$ cat src/rtl/cache_pkg.sv
// cache_pkg: shared FSM encoding, parameter defaults and helpers for cache_miss_ctrl
package cache_pkg;
    typedef enum logic [2:0] {IDLE, LOOKUP, WRITEBACK, FILL, RESPOND} state_t;
    localparam int ADDR_W_DEF      = 5;
    localparam int DATA_W_DEF      = 8;
    localparam int MEM_TIMEOUT_DEF = 15;
    function automatic logic [7:0] sat_inc(input logic [7:0] v);
        return (v == 8'hFF) ? v : v + 8'd1;
    endfunction
endpackage

$ cat src/rtl/cache_miss_ctrl_timeout.sv
// mem_timeout_cnt: counts cycles spent waiting for a memory ack and flags expiry
//   clock_in, reset_in : clock, async active-high reset
//   start              : pulse on the edge entering a wait state; clears and arms the counter
//   ack                : memory ack while waiting; disarms the counter
//   expired            : high in the MEM_TIMEOUT-th cycle of a wait without ack
module mem_timeout_cnt import cache_pkg::*; #(
    parameter int MEM_TIMEOUT = MEM_TIMEOUT_DEF
) (
    input  logic clock_in,
    input  logic reset_in,
    input  logic start,
    input  logic ack,
    output logic expired
);
    localparam int CW = $clog2(MEM_TIMEOUT + 1);
    logic [CW-1:0] cnt;
    logic          active;
    assign expired = active && cnt == CW'(MEM_TIMEOUT - 1);
    always_ff @(posedge clock_in or posedge reset_in)
        if (reset_in) begin
            cnt    <= '0;
            active <= 1'b0;
        end else if (start) begin
            cnt    <= '0;
            active <= 1'b1;
        end else if (ack || expired) begin
            cnt    <= '0;
            active <= 1'b0;
        end else if (active) begin
            cnt    <= cnt + 1'b1;
        end
endmodule

$ cat src/rtl/cache_miss_ctrl.sv
// cache_miss_ctrl: single-request cache controller handling hits, clean/dirty misses and memory timeouts
//   clock_in, reset_in        : clock, async active-high reset
//   req_* / resp_*            : CPU request (valid/ready) and one-cycle response with data and error
//   cache_*                   : lookup strobe, hit write, line fill; hit/dirty/victim tag/q from the array
//   mem_*                     : main-memory read/write strobes held until mem_ack_in
//   hit_cnt_out, miss_cnt_out : saturating lookup statistics, present only with CACHE_MISS_CTRL_STATS_EN
module cache_miss_ctrl import cache_pkg::*; #(
    parameter int ADDR_W      = ADDR_W_DEF,
    parameter int DATA_W      = DATA_W_DEF,
    parameter int MEM_TIMEOUT = MEM_TIMEOUT_DEF
) (
    input  logic              clock_in,
    input  logic              reset_in,
    input  logic              req_valid_in,
    input  logic              req_wren_in,
    input  logic [ADDR_W-1:0] req_addr_in,
    input  logic [DATA_W-1:0] req_data_in,
    output logic              req_ready_out,
    output logic              resp_valid_out,
    output logic [DATA_W-1:0] resp_data_out,
    output logic              resp_err_out,
    input  logic              cache_hit_in,
    input  logic              cache_dirty_in,
    input  logic [ADDR_W-1:0] cache_victim_tag_in,
    input  logic [DATA_W-1:0] cache_q_in,
    output logic              cache_lookup_out,
    output logic              cache_wren_out,
    output logic              cache_fill_out,
    output logic [ADDR_W-1:0] cache_addr_out,
    output logic [DATA_W-1:0] cache_data_out,
    output logic              mem_rd_out,
    output logic              mem_wr_out,
    output logic [ADDR_W-1:0] mem_addr_out,
    output logic [DATA_W-1:0] mem_data_out,
    input  logic              mem_ack_in,
    input  logic [DATA_W-1:0] mem_q_in
`ifdef CACHE_MISS_CTRL_STATS_EN
    ,
    output logic [7:0]        hit_cnt_out,
    output logic [7:0]        miss_cnt_out
`endif
);
    state_t state;
    logic   wren_q;
    logic   tmo_start;
    logic   tmo_ack;
    logic   tmo_expired;
    // cache_addr_out/cache_data_out double as the captured request address/data
    assign req_ready_out  = state == IDLE && !reset_in;
    assign cache_wren_out = state == LOOKUP && cache_hit_in && wren_q;
    assign tmo_start      = (state == LOOKUP && !cache_hit_in) || (state == WRITEBACK && mem_ack_in);
    assign tmo_ack        = mem_ack_in && (state == WRITEBACK || state == FILL);
    mem_timeout_cnt #(.MEM_TIMEOUT(MEM_TIMEOUT)) u_tmo (
        .clock_in (clock_in),
        .reset_in (reset_in),
        .start    (tmo_start),
        .ack      (tmo_ack),
        .expired  (tmo_expired)
    );
    always_ff @(posedge clock_in or posedge reset_in)
        if (reset_in) begin
            state            <= IDLE;
            wren_q           <= 1'b0;
            resp_valid_out   <= 1'b0;
            resp_data_out    <= '0;
            resp_err_out     <= 1'b0;
            cache_lookup_out <= 1'b0;
            cache_fill_out   <= 1'b0;
            cache_addr_out   <= '0;
            cache_data_out   <= '0;
            mem_rd_out       <= 1'b0;
            mem_wr_out       <= 1'b0;
            mem_addr_out     <= '0;
            mem_data_out     <= '0;
        end else begin
            case (state)
                IDLE: if (req_valid_in) begin
                    state            <= LOOKUP;
                    wren_q           <= req_wren_in;
                    cache_addr_out   <= req_addr_in;
                    cache_data_out   <= req_data_in;
                    cache_lookup_out <= 1'b1;
                end
                LOOKUP: begin
                    cache_lookup_out <= 1'b0;
                    if (cache_hit_in) begin
                        state          <= RESPOND;
                        resp_valid_out <= 1'b1;
                        resp_data_out  <= wren_q ? cache_data_out : cache_q_in;
                    end else if (cache_dirty_in) begin
                        state        <= WRITEBACK;
                        mem_wr_out   <= 1'b1;
                        mem_addr_out <= cache_victim_tag_in;
                        mem_data_out <= cache_q_in;
                    end else begin
                        state        <= FILL;
                        mem_rd_out   <= 1'b1;
                        mem_addr_out <= cache_addr_out;
                    end
                end
                WRITEBACK: if (mem_ack_in) begin
                    state        <= FILL;
                    mem_wr_out   <= 1'b0;
                    mem_rd_out   <= 1'b1;
                    mem_addr_out <= cache_addr_out;
                end else if (tmo_expired) begin
                    state          <= RESPOND;
                    mem_wr_out     <= 1'b0;
                    resp_valid_out <= 1'b1;
                    resp_err_out   <= 1'b1;
                    resp_data_out  <= '0;
                end
                FILL: if (mem_ack_in) begin
                    state          <= RESPOND;
                    mem_rd_out     <= 1'b0;
                    cache_fill_out <= 1'b1;
                    cache_data_out <= wren_q ? cache_data_out : mem_q_in;
                    resp_data_out  <= wren_q ? cache_data_out : mem_q_in;
                end else if (tmo_expired) begin
                    state          <= RESPOND;
                    mem_rd_out     <= 1'b0;
                    resp_valid_out <= 1'b1;
                    resp_err_out   <= 1'b1;
                    resp_data_out  <= '0;
                end
                // Fill path arrives with resp_valid low: one fill cycle, then the response cycle
                RESPOND: if (!resp_valid_out) begin
                    resp_valid_out <= 1'b1;
                    cache_fill_out <= 1'b0;
                end else begin
                    state          <= IDLE;
                    resp_valid_out <= 1'b0;
                    resp_err_out   <= 1'b0;
                end
                default: state <= IDLE;
            endcase
        end
`ifdef CACHE_MISS_CTRL_STATS_EN
    always_ff @(posedge clock_in or posedge reset_in)
        if (reset_in) begin
            hit_cnt_out  <= 8'd0;
            miss_cnt_out <= 8'd0;
        end else if (state == LOOKUP) begin
            if (cache_hit_in) hit_cnt_out <= sat_inc(hit_cnt_out);
            else miss_cnt_out <= sat_inc(miss_cnt_out);
        end
`endif
endmodule

$ cat config.mk
export PLATFORM = sky130hd
export DESIGN_NAME = cache_miss_ctrl
export DESIGN_NICKNAME = d
export VERILOG_FILES = /design/src/rtl/cache_pkg.sv /design/src/rtl/cache_miss_ctrl_timeout.sv /design/src/rtl/cache_miss_ctrl.sv
export SDC_FILE = /design/constraint.sdc
export NUM_CORES = 1
export LEC_CHECK = 0
export ABC_AREA = 0
export BUFFER_PORTS_ARGS = -buffer_cell sky130_fd_sc_hd__buf_2
export CORE_MARGIN = 10
export CORE_UTILIZATION = 45
export CTS_CLUSTER_SIZE = 20
export DETAILED_ROUTE_END_ITERATION = 8
export PLACE_DENSITY_LB_ADDON = 0.15
export SLEW_MARGIN = 20
export SYNTH_ARGS = -nofsm -noshare
export SYNTH_HDL_FRONTEND = slang
export SYNTH_SLANG_ARGS = --single-unit
$ cat constraint.sdc
create_clock -name clock_in -period 2.6 [get_ports clock_in]
set_input_delay 0.26 -clock clock_in [delete_from_list [all_inputs] [get_ports clock_in]]
set_output_delay 0.26 -clock clock_in [all_outputs]
set_load 0.05 [all_outputs]
# Word level (Yosys, flattened, before mapping)
# Index checks and enable logic that the tools add are counted.
# op_classes
n_addsub	1
eq_ne	19
mux	47
bitwise_logic	1
reduce_logical	35
# op_table
operator	n
8-bit 2-to-1 mux	8
8-bit one-hot mux with 3 select lines	1
2-bit != test, second input constant	11
3-bit 2-to-1 mux	6
1-bit 2-to-1 mux	17
8-bit one-hot mux with 2 select lines	1
5-bit 2-to-1 mux	3
3-bit one-hot mux with 5 select lines	1
3-bit AND reduction	5
4-bit 2-to-1 mux	3
4-bit AND reduction	3
2-bit nonzero test	6
5-bit one-hot mux with 2 select lines	1
3-bit nonzero test	3
1-bit one-hot mux with 2 select lines	4
1-bit logical AND	7
3-bit by 2-bit == test with 1-bit output, second input constant	2
3-bit by 2-bit != test with 1-bit output, second input constant	2
1-bit one-hot mux with 3 select lines	2
2-bit AND reduction	3
5-bit AND reduction	1
4-bit by 1-bit adder with 4-bit output, second input constant	1
4-bit == test, second input constant	1
3-bit by 1-bit == test with 1-bit output, second input constant	1
7 further kinds	10
# totals
ff_bits	49
in_bits	41
output_inout_bits	42
word_cells	118

# Logic depth before layout (Yosys ltp)
# logic_depth
depth_word	6
mapped_depth	7
ltp_nobuf	6

# Hierarchy
# A second synthesis with hierarchy kept.
# unflattened
cells_unflattened	229
area_unflattened_um2	2598.7
# modules_own_cells
module	n_inst	cells_per_inst	area_each_um2	seq_area_each_um2
cache_miss_ctrl	1	206	2339.7	1101.1
mem_timeout_cnt	1	23	259.0	125.1

# Worst setup path before layout
# No wires, ideal clock.
# synth_path
path_type	register to output
from	register state[2]
to	output req_ready_out
arrival_time_ps	2253
t_required_ps	2340
path_slack_ps	87
path_stages_with_launch	4
n_path_buf	2
cell_sequence	dfrtp_1 buf_4 clkbuf_1 nor4_1
# synth_via
elab_chain_len	2
# synth_lines
element	line_no	rtl
start, declared	cache_miss_ctrl.sv:43	state_t state;
start signal, assigned	cache_miss_ctrl.sv:62	state <= IDLE;
start signal, assigned	cache_miss_ctrl.sv:78	state <= LOOKUP;
start signal, assigned	cache_miss_ctrl.sv:87	state <= RESPOND;
3-bit zero test	cache_miss_ctrl.sv:49	assign req_ready_out = state == IDLE && !reset_in;
1-bit logical AND	cache_miss_ctrl.sv:49	
end, declared	cache_miss_ctrl.sv:18	output logic req_ready_out,
# Every way passes these cells.

# Final worst setup path
# layout_path
from	register state[0]
to	output cache_wren_out
# layout_via
elab_chain_len	3
# layout_lines
element	line_no	rtl
3-bit by 1-bit == test with 1-bit output	cache_miss_ctrl.sv:50	assign cache_wren_out = state == LOOKUP && cache_hit_in && wren_q;
1-bit logical AND (2 in series)	cache_miss_ctrl.sv:50	
end, declared	cache_miss_ctrl.sv:27	output logic cache_wren_out,
# Every way passes these cells.

==> impl_summary.log <==
INFO  metric run_status = finished clean
INFO  metric placement_rows = 27
INFO  metric clock.fmax = roughly 480 MHz
INFO  metric final_period_minus_worst_setup_slack = approximately 2100 ps
INFO  metric drc_errors = 0
INFO  metric detailed_place.area = between 2000 and 3000 µm²
INFO  metric worst-slew-pin-transition = between 700 and 800 ps
INFO  metric final_max_slew_viol_count = 0
INFO  metric holdWs = between 15 and 20 ps
INFO  metric pin_count = 83
INFO  metric route.detailed.vias_per_inst = 5.08
INFO  metric power.leakage = about 1.5 nW
INFO  metric startpoint_class_of_the_critical_path = register
INFO  metric power_density = between 1500 and 2000 nW/µm²
INFO  metric grt_first_pass_wirelength = about 10 mm
INFO  metric timing.final.setup_violations = 0
INFO  metric timing.final.hold_violations = 0
INFO  metric fillCellCount = 541
INFO  metric final_setup_tns = 0 ps
INFO  metric fin_total_pwr = 4.59 mW
INFO  metric worst-endpoint-required = ~2300 ps
INFO  metric num_vias = ~2,000
INFO  metric area_of_the_die = 8970 µm²
INFO  metric worst_slew_margin_relative_to_its_limit = 0.502
INFO  metric max-clock-path-buffers = 2
INFO  metric end_kind = primary output
INFO  metric detailedRoute.firstPassIterationCount = 4
INFO  metric final.setup_skew = approximately 11 ps
INFO  metric vias_in_the_first_global_route = approximately 2,100
INFO  metric initial_utilization = 0.459
INFO  metric synth.lib_cells_used.distinct = 47
INFO  metric numClockSinks = 49
INFO  metric antenna_found_initial = 0
INFO  metric cts_repair_resize_count = 0
INFO  metric post_synth.cell_area_avg = 10.3 µm²
INFO  metric fp.dieH = roughly 95 µm
INFO  metric yosysWarningCount = 0
INFO  metric vdd_ir_drop_max = ~0.74 mV
INFO  metric die_w = approximately 95 µm
INFO  metric synthesis.nets = around 290
INFO  metric most_common_cell_after_layout_fill_and_taps_aside = buf_2
INFO  metric postSynth.asyncResetShare = 1.00
INFO  metric gpl.final_weighted_congestion = around 0.86
INFO  metric hpwl = between 4 and 5 mm
INFO  metric cts_root_buffer = clkbuf_8
INFO  metric crit_path_setup_slack_layout = a little over 500 ps
INFO  metric detailedPlace.worstSlack = a little under 700 ps
INFO  metric min_delay_path_class = in -> async
INFO  metric synth-seq-area-share = 0.489
INFO  metric clock_tree.htree_level_count = 2
INFO  metric drt-wirelength-per-cell = roughly 16 µm
INFO  metric synth.ff_latch_count = 49
INFO  metric syn_area = roughly 2500 µm²
INFO  metric timing.setup.critical_path_class = reg -> out
INFO  metric placeableCoreArea = about 5500 µm²
INFO  metric worstPathMaxFanout = 22
INFO  metric ff_to_ff_path_depth = 4
INFO  metric port_buffers = 82
INFO  metric cts-hold-fix-buffers = 0
INFO  metric routed_wl = 6.31 mm
INFO  metric clk_latency = 310 ps
INFO  metric pin_count_of_the_biggest_net_entering_global_routing = 29
INFO  metric fin_area = 3040 µm²
INFO  metric drt_first_iter_violations = 87
INFO  metric tritoncts_clock_tree = done
INFO  metric layout-area-overhead-vs-synth = 21.3%
INFO  metric numCtsBuffers = 5
INFO  metric final_layout_size_suffix_gt1_frac = 0.368
INFO  metric layout.nets = around 360
INFO  metric grtUsageTotal = 0.146
INFO  metric synth_edf_count = 0
INFO  metric diodes = 0
INFO  metric most-common-layout-cells = buf_2, dfrtp_1, nand2_1
INFO  metric route.antenna.remaining_nets = 0
INFO  metric path_clk_slew = 90 ps
INFO  metric synthesis.instances = 243
INFO  metric rsz_0062_raised_after_global_routing = no
INFO  metric worstPathArrival = 1820 ps
INFO  metric synth-main-ff-cell = dfrtp_1
INFO  metric overflow = 0
INFO  metric maximum_capacitance_violations = 0
INFO  metric min_period_over_period = 0.802
INFO  metric post-cts-setup-buffer-count = 0
## cell usage after synthesis, types with 2 or more instances
cell / number / share of area
nand2_1: 35 / 0.052
mux2i_1: 13 / 0.052
buf_2: 5 / 0.010
dfrtp_1: 49 / 0.49
nor4_1: 2 / 0.0050
or3b_1: 2 / 0.0070
a21o_1: 2 / 0.0060
a21oi_1: 17 / 0.034
a22o_1: 8 / 0.028
buf_6: 5 / 0.022
nor2_1: 11 / 0.016
clkbuf_1: 5 / 0.0075
nand3_1: 3 / 0.0060
nor3b_1: 8 / 0.024
ha_1: 2 / 0.010
nor3_1: 4 / 0.0080
o21ai_1: 8 / 0.016
mux2_2: 13 / 0.058
inv_1: 6 / 0.0090
o21ai_0: 18 / 0.036
## power breakdown
part / internal, mW / total, mW / switching (mW)
registers: 1.13 / 1.50 / 0.375
clock network: 0.280 / 0.532 / 0.252
logic: 0.765 / 2.56 / 1.79
total: 2.17 / 4.59 / 2.42
## per-stage QoR
| step | utilization | cells |
|---|---|---|
| after floorplan | - | 243 |
| after global placement | 0.537 | 386 |
| after detailed placement | 0.537 | 386 |
| after CTS | 0.556 | 393 |
| after global routing | 0.556 | 393 |
| final | 0.556 | 393 |
## flip-flops by register name, summed over array words and instances, names as in the netlist, 3 cells and up
register and count:
state 3, mem_addr_out 5, resp_data_out 8, mem_data_out 8, cache_addr_out 5, cache_data_out 8
u_tmo.cnt 4
## cell families (layout without fill, tap and decap cells)
family | count (synthesis) | in the layout | synth area share
AND/OR/NAND/NOR | 80 | 80 | 0.178
AO/OA/AOI/OAI | 62 | 62 | 0.155
flip-flops | 49 | 49 | 0.489
multiplexers | 26 | 26 | 0.110
buffers and inverters | 22 | 100 | 0.0518
adder cells (fa/ha/maj) | 2 | 2 | 0.00997
XOR/XNOR | 2 | 2 | 0.00698
## worst max-delay path: stages (launching register included)
cell and delay [ps]:
dfrtp_1 800, nand3_1 280, nor2_1 160, buf_2 280
## metal layers
layer	vias to the layer above	wire (µm)	track usage
met5	-	0	0
met4	0	112	0.0499
met3	8	473	0.0539
met2	52	2970	0.227
met1	926	2750	0.182
li1	1012	-	-
## layout make-up
type	count	area (µm²)	share of cell area
clock inverters	2	35.0	0.0115
inverters	6	22.5	0.00740
clock buffers	5	68.8	0.0226
repair buffers	87	448	0.147
multi-input cells	172	1150	0.379
well taps	72	90.1	0.0296
flip-flops and latches	49	1230	0.403
## path summary, 6_finish.rpt
check | start | to | slack (ps)
max | state[0] | cache_wren_out | 520
min | reset_in | cache_lookup_out | 20
max reg2reg | state[0] | resp_data_out[5] | 680
min reg2reg | mem_addr_out[2] | mem_addr_out[2] | 490
max in group asynchronous | reset_in | cache_data_out[3] | 1970
min in group clock_in | req_wren_in | wren_q | 160
No activity file was read; power rests on OpenSTA's default activity.
